==> config.mk <==
export PLATFORM = sky130hd
export DESIGN_NAME = matrix_scan_ctrl
export DESIGN_NICKNAME = d
export VERILOG_FILES = /design/src/rtl/matrix_scan_ctrl_pkg.sv /design/src/rtl/matrix_scan_ctrl_pattern_rom.sv /design/src/rtl/matrix_scan_ctrl.sv
export SDC_FILE = /design/constraint.sdc
export NUM_CORES = 1
export LEC_CHECK = 0
export CAP_MARGIN = 20
export CORE_MARGIN = 3
export CORE_UTILIZATION = 48
export CTS_BUF_LIST = sky130_fd_sc_hd__clkbuf_16
export DETAILED_ROUTE_END_ITERATION = 12
export GPL_ROUTABILITY_DRIVEN = 1
export PLACE_DENSITY = 0.76
export SETUP_SLACK_MARGIN = 0.05
export SYNTH_ARGS = -nofsm -noshare
export SYNTH_HDL_FRONTEND = slang
export SYNTH_HIERARCHICAL = 1
export SYNTH_SLANG_ARGS = --single-unit
==> constraint.sdc <==
create_clock -name clk -period 2 [get_ports clk]
set_clock_uncertainty 0.1 [all_clocks]
set_input_delay 0.4 -clock clk [delete_from_list [all_inputs] [get_ports clk]]
set_output_delay 0.4 -clock clk [all_outputs]
set_load 0.01 [all_outputs]
==> src/rtl/matrix_scan_ctrl_pkg.sv <==
// Shared constants for the 8x8 bicolour matrix scanner: pattern ids, requester
// indices, controller state encoding, and small helpers used by top and ROM.
package matrix_scan_ctrl_pkg;

   localparam logic [1:0] PAT_BLANK  = 2'd0;
   localparam logic [1:0] PAT_OPEN   = 2'd1;
   localparam logic [1:0] PAT_LOCKED = 2'd2;
   localparam logic [1:0] PAT_ALARM  = 2'd3;

   localparam int REQ_DIGIT  = 0;
   localparam int REQ_STATUS = 1;
   localparam int REQ_ALARM  = 2;

   typedef enum logic [1:0] {
      ST_IDLE   = 2'd0,
      ST_SCAN   = 2'd1,
      ST_SWITCH = 2'd2
   } state_t;

   // Highest-priority set request as one-hot; alarm beats status beats digit.
   function automatic logic [2:0] top_req(input logic [2:0] r);
      logic [2:0] oh;
      oh = 3'b000;
      if (r[REQ_ALARM])       oh[REQ_ALARM]  = 1'b1;
      else if (r[REQ_STATUS]) oh[REQ_STATUS] = 1'b1;
      else if (r[REQ_DIGIT])  oh[REQ_DIGIT]  = 1'b1;
      return oh;
   endfunction

   function automatic logic [7:0] padlock_row(input logic [2:0] idx);
      logic [7:0] bits;
      case (idx)
         3'd0:    bits = 8'h3C;
         3'd1:    bits = 8'h42;
         3'd2:    bits = 8'h42;
         3'd3:    bits = 8'hFF;
         3'd4:    bits = 8'hFF;
         3'd5:    bits = 8'hE7;
         3'd6:    bits = 8'hE7;
         default: bits = 8'hFF;
      endcase
      return bits;
   endfunction

endpackage

==> src/rtl/matrix_scan_ctrl_pattern_rom.sv <==
// Combinational column ROM: pattern id + row index -> red/green column bits.
// open = red X, locked = green padlock, alarm = solid red, blank = dark.
module pattern_rom
   import matrix_scan_ctrl_pkg::*;
(
   input  logic [1:0] pat,
   input  logic [2:0] row_idx,
   output logic [7:0] col_r,
   output logic [7:0] col_g
);

   always_comb begin
      col_r = 8'h00;
      col_g = 8'h00;
      case (pat)
         PAT_OPEN:   col_r = (8'd1 << row_idx) | (8'd1 << (3'd7 - row_idx));
         PAT_LOCKED: col_g = padlock_row(row_idx);
         PAT_ALARM:  col_r = 8'hFF;
         default:    ;
      endcase
   end

endmodule

==> src/rtl/matrix_scan_ctrl.sv <==
// Row-multiplexed matrix scanner arbitrating three prioritised display owners at frame edges.
// Row/column outputs lag row_idx by one clk; MATRIX_ALARM_BLINK_EN blinks the alarm pattern.
module matrix_scan_ctrl
   import matrix_scan_ctrl_pkg::*;
#(
   parameter int CLK_DIV_PERIOD = 5000,
   parameter int MIN_FRAMES     = 4,
   parameter int BLINK_FRAMES   = 8
) (
   input  logic       clk,
   input  logic       rst,
   input  logic [2:0] req,
   input  logic [1:0] pat0,
   input  logic [1:0] pat1,
   input  logic [1:0] pat2,
   output logic [2:0] grant,
   output logic       frame_done,
   output logic [7:0] row,
   output logic [7:0] col_r,
   output logic [7:0] col_g
);

   localparam int CW = (CLK_DIV_PERIOD > 1) ? $clog2(CLK_DIV_PERIOD) : 1;
   localparam int DW = (MIN_FRAMES > 0) ? $clog2(MIN_FRAMES + 1) : 1;
   localparam logic [CW-1:0] CNT_LAST  = CW'(CLK_DIV_PERIOD - 1);
   localparam logic [DW-1:0] DWELL_MAX = DW'(MIN_FRAMES);

   logic [CW-1:0] cnt;
   logic [2:0]    row_idx;
   logic          tick;

   state_t        state, state_nx;
   logic [2:0]    owner, owner_nx;
   logic [DW-1:0] dwell, dwell_nx;
   logic [1:0]    pat_q, pat_nx;
   logic [1:0]    pat_sel;
   logic [2:0]    others;
   logic [7:0]    rom_r, rom_g;
   logic          lit;

   assign tick       = (cnt == CNT_LAST);
   assign frame_done = tick && (row_idx == 3'd7);

   always_ff @(posedge clk) begin
      if (rst) begin
         cnt     <= '0;
         row_idx <= 3'd0;
      end else begin
         cnt <= tick ? '0 : cnt + 1'b1;
         if (tick) row_idx <= row_idx + 3'd1;
      end
   end

   assign pat_sel = owner[REQ_ALARM]  ? pat2 :
                    owner[REQ_STATUS] ? pat1 : pat0;
   assign others  = req & ~owner;

   always_ff @(posedge clk) begin
      if (rst) begin
         state <= ST_IDLE;
         owner <= 3'b000;
         dwell <= '0;
         pat_q <= PAT_BLANK;
      end else begin
         state <= state_nx;
         owner <= owner_nx;
         dwell <= dwell_nx;
         pat_q <= pat_nx;
      end
   end

   // owner holds the target through SWITCH; grant only exposes it once in SCAN.
   // Lower-priority takeover needs dwell already at MIN_FRAMES before this frame edge.
   always_comb begin
      state_nx = state;
      owner_nx = owner;
      dwell_nx = dwell;
      pat_nx   = pat_q;
      case (state)
         ST_IDLE: begin
            if (frame_done && (req != 3'b000)) begin
               state_nx = ST_SWITCH;
               owner_nx = top_req(req);
            end
         end
         ST_SWITCH: begin
            if (tick) begin
               state_nx = ST_SCAN;
               dwell_nx = '0;
               pat_nx   = pat_sel;
            end
         end
         ST_SCAN: begin
            if (frame_done) begin
               if ((req & owner) == 3'b000) begin
                  if (req != 3'b000) begin
                     state_nx = ST_SWITCH;
                     owner_nx = top_req(req);
                  end else begin
                     state_nx = ST_IDLE;
                     owner_nx = 3'b000;
                  end
               end else if ((others > owner) || ((others != 3'b000) && (dwell == DWELL_MAX))) begin
                  state_nx = ST_SWITCH;
                  owner_nx = top_req(others);
               end else begin
                  if (dwell != DWELL_MAX) dwell_nx = dwell + 1'b1;
                  pat_nx = pat_sel;
               end
            end
         end
         default: begin
            state_nx = ST_IDLE;
            owner_nx = 3'b000;
         end
      endcase
   end

`ifdef MATRIX_ALARM_BLINK_EN
   localparam int BW = (2 * BLINK_FRAMES > 1) ? $clog2(2 * BLINK_FRAMES) : 1;
   localparam logic [BW-1:0] BLINK_LAST = BW'(2 * BLINK_FRAMES - 1);
   localparam logic [BW-1:0] BLINK_HALF = BW'(BLINK_FRAMES);
   logic [BW-1:0] blink;

   always_ff @(posedge clk) begin
      if (rst)
         blink <= '0;
      else if ((state == ST_SWITCH) && tick)
         blink <= '0;
      else if ((state == ST_SCAN) && frame_done)
         blink <= (blink == BLINK_LAST) ? '0 : blink + 1'b1;
   end

   assign lit = (pat_q != PAT_ALARM) || (blink < BLINK_HALF);
`else
   assign lit = 1'b1;
`endif

   pattern_rom u_rom (
      .pat     (pat_q),
      .row_idx (row_idx),
      .col_r   (rom_r),
      .col_g   (rom_g)
   );

   always_ff @(posedge clk) begin
      if (rst || (state != ST_SCAN) || !lit) begin
         row   <= 8'hFF;
         col_r <= 8'h00;
         col_g <= 8'h00;
      end else begin
         row   <= ~(8'd1 << row_idx);
         col_r <= rom_r;
         col_g <= rom_g;
      end
   end

   assign grant = (state == ST_SCAN) ? owner : 3'b000;

endmodule

==> key figures, run 1 <==
Status
  • Outcome: finished with violations
  • Failing checks: negative setup slack

Cells and area
  • Share of cells above drive strength 1: 0.224
  • Layout Utilization: 0.707
  • Fillcell total: 350
  • NumNets Final: ~340
  • Ant diodes: 0
  • Area grow syn2layout: 38.0%

Clock network
  • Worst-Skew Late Latency: a little under 0.3 ns
  • CTS max path bufs: 2
  • H-tree Lvls: 2
  • TritonCTS Buffers: 5
  • Clock Pin Slew Worst Setup and Hold Paths: roughly 0.07 ns
  • Clock Sink Count: 50
  • CTS tree: built
  • Root Driver: clkbuf_16

Synth
  • Synth area leaders: dfxtp_1 44%, and2_1 6.0%, ha_1 4.9%, nor2_1 4.4%, mux2i_1 3.9%
  • Synth warnings: 6
  • Most instantiated cells after synthesis: 50 x dfxtp_1, 27 x nor2_1, 22 x and2_1
  • Unique masters post-synth: 42
  • EDFF count, synth: 0
  • Synthesized area: 2290 µm²
  • Largest area contributor in the netlist: dfxtp_1
  • Most used DFF post-synth: dfxtp_1
  • Top cell type's share of synthesized area: 0.437
  • Mapped Nets: 271
  • Mean Syn Cell Area: just over 9 µm²
  • Post-synthesis instance total: around 250
  • Register bit total from synthesis: 50
  • Ys async rst share: 0
  • Seq/Total Area, Yosys: 0.437
  • Most frequent cell after synthesis: dfxtp_1

Placed design
  • Placer Congestion: slightly below 0.8
  • Input/output buffers: 38
  • Dpl ws: -0.324 ns
  • Hpwl dp: around 3300 µm

Critical path
  • Peak fanout along the critical path: 2
  • Worst Setup SP: cnt[3]$_SDFF_PP0_
  • Worst Path Arrival: between 1.5 and 2 ns
  • CP required: ~1.5 ns
  • Slowest stage delay, CP: approximately 0.54 ns
  • Top Family by Delay on Critical Path: simple AND/OR/NAND/NOR gates
  • WP buf/inv: 2
  • CP endpoint kind: output port
  • Worst path slowest cell: or4b_4
  • Reg2reg start: cnt[3]$_SDFF_PP0_
  • Setup Crit Path Kind: reg -> out
  • CP startpoint kind: flip-flop
  • Critical Path, Cell by Cell: or4b_4 -> nor4_4 -> nand2_2 -> inv_2 -> buf_6

Pwr
  • PwrDens: 604 nW/µm²
  • VDD IR max: about 440 µV
  • P_leak: 1.26 nW

Floorplan
  • Die ar.: roughly 5600 µm²
  • DIE WIDTH: about 75 µm
  • I/O Pins: 39
  • FP Rows: 24
  • Initial core utilization: 0.512
  • Die Y: roughly 75 µm
  • Core area: 4470 µm²

Timing
  • Worst-Margin Slew: around 0.43 ns
  • Max Clock Freq: about 450 MHz
  • Final setup viols: 11
  • Post-route setup slack: -0.219 ns
  • Pins Over Slew Limit: 0
  • Fin crit period: between 2 and 2.5 ns
  • Period Utilization, post-route: 1.11
  • Hold Fails Final Rpt: 0
  • Fin Hold WS: between 0.4 and 0.5 ns
  • Relative slew margins: 0.713
  • RSZ-0062 raised after global routing: yes

Worst hold path
  • Hold Path Class: reg -> reg
  • Worst min-delay path startpoint: dwell[0]$_SDFFE_PP0P_

Routing
  • Vias post-DR: ~1900
  • Initial DRT Pass Iterations: 4
  • DR WL/cell: around 12 µm
  • Drt initial violations: 80
  • DRT antenna net count: 0
  • WL final: about 4500 µm
  • Drt via density: 4.97
  • DRC Markers: 0

Global route
  • First-pass GRT wire length: 7430 µm
  • Initial antenna violation count: 0
  • Grt total ovfl: 0
  • Largest net degree at the start of global routing: 17
  • GRT Total Usage: 0.172
  • Vias in the first global route: around 1800

Flow run
  • Max-Cap Viols: 0
## sequential cells by signal, summed over array words and instances, names as in the netlist
signal,cells
col_g,8
dwell,3
row_idx,3
row,8
col_r,8
cnt,13
state,2
pat_q,2
owner,3
## metrics by stage
stage	cell area [µm²]	setup TNS [ns]	std cells	power (W)
final	3160	-1.07	374	0.00191
after global routing	3160	-2.10	374	0.00197
after CTS	3050	-1.16	366	0.00192
after detailed placement	2890	-1.50	358	0.00110
after global placement	2890	-1.27	358	0.00110
after floorplan	2300	0	251	0.00106
## area by class of cell
class                           count  area (µm²)  area share
Clock buffer                        5         125      0.0395
Clock inverter                      3        20.0     0.00633
Inverter                           10        40.0      0.0127
Multi-Input combinational cell    176        1210       0.383
Sequential cell                    50        1010       0.318
Tap cell                           52        65.1      0.0206
Timing Repair Buffer               78         697       0.220
## routing by layer
metal,routed length [µm],global-route usage
met5,0,0
met4,87,0.0711
met3,130,0.0401
met2,2270,0.304
met1,2030,0.199
## final timing paths
check,end,slack (ns),depth (start not counted)
worst min-delay path,dwell[0]$_SDFFE_PP0P_,0.40,2
worst min register to register,dwell[0]$_SDFFE_PP0P_,0.40,2
worst max register to register,owner[2]$_SDFFE_PP0P_,-0.12,7
worst max-delay path,frame_done,-0.22,5
## cells in the final DEF (no fill, tap or decap), types with 5 or more instances in the layout
master / instances
nand2b_1: 8
mux2i_1: 9
nor3_1: 5
ha_1: 9
buf_4: 36
nor2_1: 26
nand2_1: 19
dfxtp_1: 46
a21oi_1: 7
xnor2_1: 6
and2_1: 22
xor2_1: 6
nand3_1: 7
inv_1: 8
clkbuf_16: 5
o21ai_0: 6
nor2b_1: 6
clkdlybuf4s50_1: 34
## kinds of logic after synthesis
kind of cell / synth area share
and+or+nand+nor: 0.282
muxes: 0.0393
AOI/OAI and AO/OA: 0.0868
buffers and inverters: 0.0606
DFF: 0.437
xor gates and xnor gates: 0.0459
adders and majority gates: 0.0491
## worst min-delay path: stages, from the launching register on
cell,delay (ns)
dfxtp_1,0.33
nand2b_1,0.07
mux2i_1,0.06
## power by group
part	switching (W)	internal [W]	total, W
Combinational	0.0000312	0.0000455	0.0000767
Clock	0.000367	0.000464	0.000830
Sequential	0.00000271	0.00100	0.00100
## timing repair
action                                  CTS  global route
endpoints found under the setup margin   25            24
setup buffers                             1             7
pin swaps                                 4            14
gates resized for setup                  13            16
hold buffers                              0             0
cloned                                    0             1
No activity file was read; power rests on OpenSTA's default activity.
==> run 2, diff against run 1 <==
Settings changed: CELL_PAD_IN_SITES_DETAIL_PLACEMENT set to 1, CELL_PAD_IN_SITES_GLOBAL_PLACEMENT set to 1, CORE_UTILIZATION 48 to 32, HOLD_SLACK_MARGIN set to 0.05, PLACE_DENSITY 0.76 to not set, PLACE_DENSITY_LB_ADDON set to 0.1.
==> run 2 against run 1 <==
The flow still finishes with violations (negative setup slack). Fmax grew 1.7%. Flip-flop and latch count is the same. Worst hold slack lost 0.0085 ns. Combinational power grew 1%. Die area grew 46%. Utilization shrank 25 points. Critical path type unchanged.
==> key figures, run 2 (synthesis results as in run 1) <==
Status
  • Failing checks: negative setup slack
  • Outcome: finished with violations

Timing
  • Hold Fails Final Rpt: 0
  • Fin crit period: approximately 2.2 ns
  • Period Utilization, post-route: 1.09
  • Setup TNS: -0.878 ns
  • RSZ-0062 raised after global routing: yes
  • Post-route setup slack: -0.181 ns
  • Relative slew margins: 0.776
  • Max Clock Freq: 458 MHz
  • Worst-Margin Slew: 0.335 ns
  • Pins Over Slew Limit: 0
  • Final setup viols: 10

Clock network
  • TritonCTS Buffers: 5
  • CTS max path bufs: 2
  • Hold buffers post-CTS: 0
  • Clock Sink Count: 50
  • CTS tree: built
  • Clock Pin Slew Worst Setup and Hold Paths: ~0.070 ns
  • H-tree Lvls: 2
  • Root Driver: clkbuf_16
  • Worst-Skew Late Latency: 0.28 ns

Global route
  • Largest net degree at the start of global routing: 16
  • GRT Total Usage: 0.125
  • First-pass GRT wire length: 8540 µm
  • Initial antenna violation count: 0
  • Grt total ovfl: 0
  • Vias in the first global route: 1943

Routing
  • Drt via density: ~4.5
  • Drt initial violations: 24
  • DRC Markers: 0
  • Vias post-DR: between 1500 and 2000
  • DRT antenna net count: 0
  • WL final: between 4000 and 5000 µm
  • Initial DRT Pass Iterations: 4
  • DR WL/cell: about 12 µm

Cells and area
  • NumNets Final: roughly 340
  • Commonest non-fill, non-tap cells in the layout: 45 x dfxtp_1, 35 x buf_4, 34 x clkdlybuf4s50_1
  • Ant diodes: 0
  • Most common cell after layout, fill and taps aside: dfxtp_1
  • Post-route cell area: just over 3000 µm²
  • Max FFs per register: 13
  • Area grow syn2layout: 35.9%
  • Biggest register: cnt
  • Final Non-Filler Cells: around 400
  • Share of cells above drive strength 1: 0.197
  • Fillcell total: 800

Pwr
  • Total power: roughly 0.0019 W
  • VDD IR max: 343 µV
  • PwrDens: 607 nW/µm²
  • P_leak: approximately 1.2 nW

Floorplan
  • Core area: between 6000 and 7000 µm²
  • FP Rows: 30
  • Die Y: slightly above 90 µm
  • Initial core utilization: 0.334
  • I/O Pins: 39
  • Die ar.: just over 8000 µm²
  • DIE WIDTH: 90.6 µm

Placed design
  • Post-DP Area: just under 3000 µm²
  • Placer Congestion: around 0.76
  • Cells after DPL: just over 400
  • Hpwl dp: between 3000 and 4000 µm
  • Input/output buffers: 38

Critical path
  • CP endpoint kind: output port
  • CP required: approximately 1.5 ns
  • Peak fanout along the critical path: 2
  • Setup Crit Path Kind: reg -> out
  • Worst Path Arrival: 1.68 ns
  • CP startpoint kind: flip-flop

Worst hold path
  • Hold Path Class: reg -> reg

Flow run
  • Max-Cap Viols: 0
## run 2: cell count changes in the layout (fill, tap and decap cells not counted), sizes merged
cell,before,now
or2,3,2
clkinvlp,1,0
buf,41,36
## run 2: area by class of cell
type | count | area, µm² | area share
multi-input cells | 175 | 1170 | 0.375
flip-flops and latches | 50 | 1010 | 0.324
clock buffers | 5 | 125 | 0.0402
well taps | 96 | 120 | 0.0386
repair buffers | 73 | 641 | 0.206
inverters | 10 | 37.5 | 0.0120
clock inverters | 2 | 13.8 | 0.00442
## run 2: critical path: stages, from the launching register on
cell,delay (ns)
dfxtp_2,0.32
or4b_4,0.54
nor4_4,0.29
nand2_2,0.10
inv_2,0.06
buf_6,0.09
## run 2: timing repair
| action | in CTS | in global routing |
|---|---|---|
| setup endpoints to repair | 25 | 24 |
| pin swaps | 3 | 2 |
| gates resized for setup | 15 | 1 |
| buffers inserted | 1 | 0 |
## run 2: where the power goes
group / switching, W / leakage [nW] / internal (W)
combinational: 0.0000325 / 0.734 / 0.0000453
clock: 0.000352 / 0.0701 / 0.000459
sequential: 0.00000263 / 0.406 / 0.000999
## run 2: routing by layer
layer,vias to the layer above,track usage,share of wire
met4,0,0.0383,0.0084
met1,860,0.150,0.46
met5,-,0,0
li1,957,-,-
met3,5,0.0258,0.026
met2,22,0.224,0.50
## run 2: final timing paths
kind	from	end	slack (ns)	cells past startpoint
min	dwell[1]$_SDFFE_PP0P_	dwell[1]$_SDFFE_PP0P_	0.39	2
max reg2reg	cnt[10]$_SDFF_PP0_	owner[0]$_SDFFE_PP0P_	-0.13	6
min reg2reg	dwell[1]$_SDFFE_PP0P_	dwell[1]$_SDFFE_PP0P_	0.39	2
max	cnt[10]$_SDFF_PP0_	frame_done	-0.18	5
## run 2: stage by stage
stage / hold WS (ns) / worst slack (ns) / utilization
floorplan: 0.318 / 0.0272 / -
global placement: 0.382 / -0.301 / 0.430
detailed placement: 0.389 / -0.324 / 0.430
CTS: 0.398 / -0.231 / 0.454
global route: 0.414 / -0.302 / 0.454
finish: 0.395 / -0.181 / 0.454
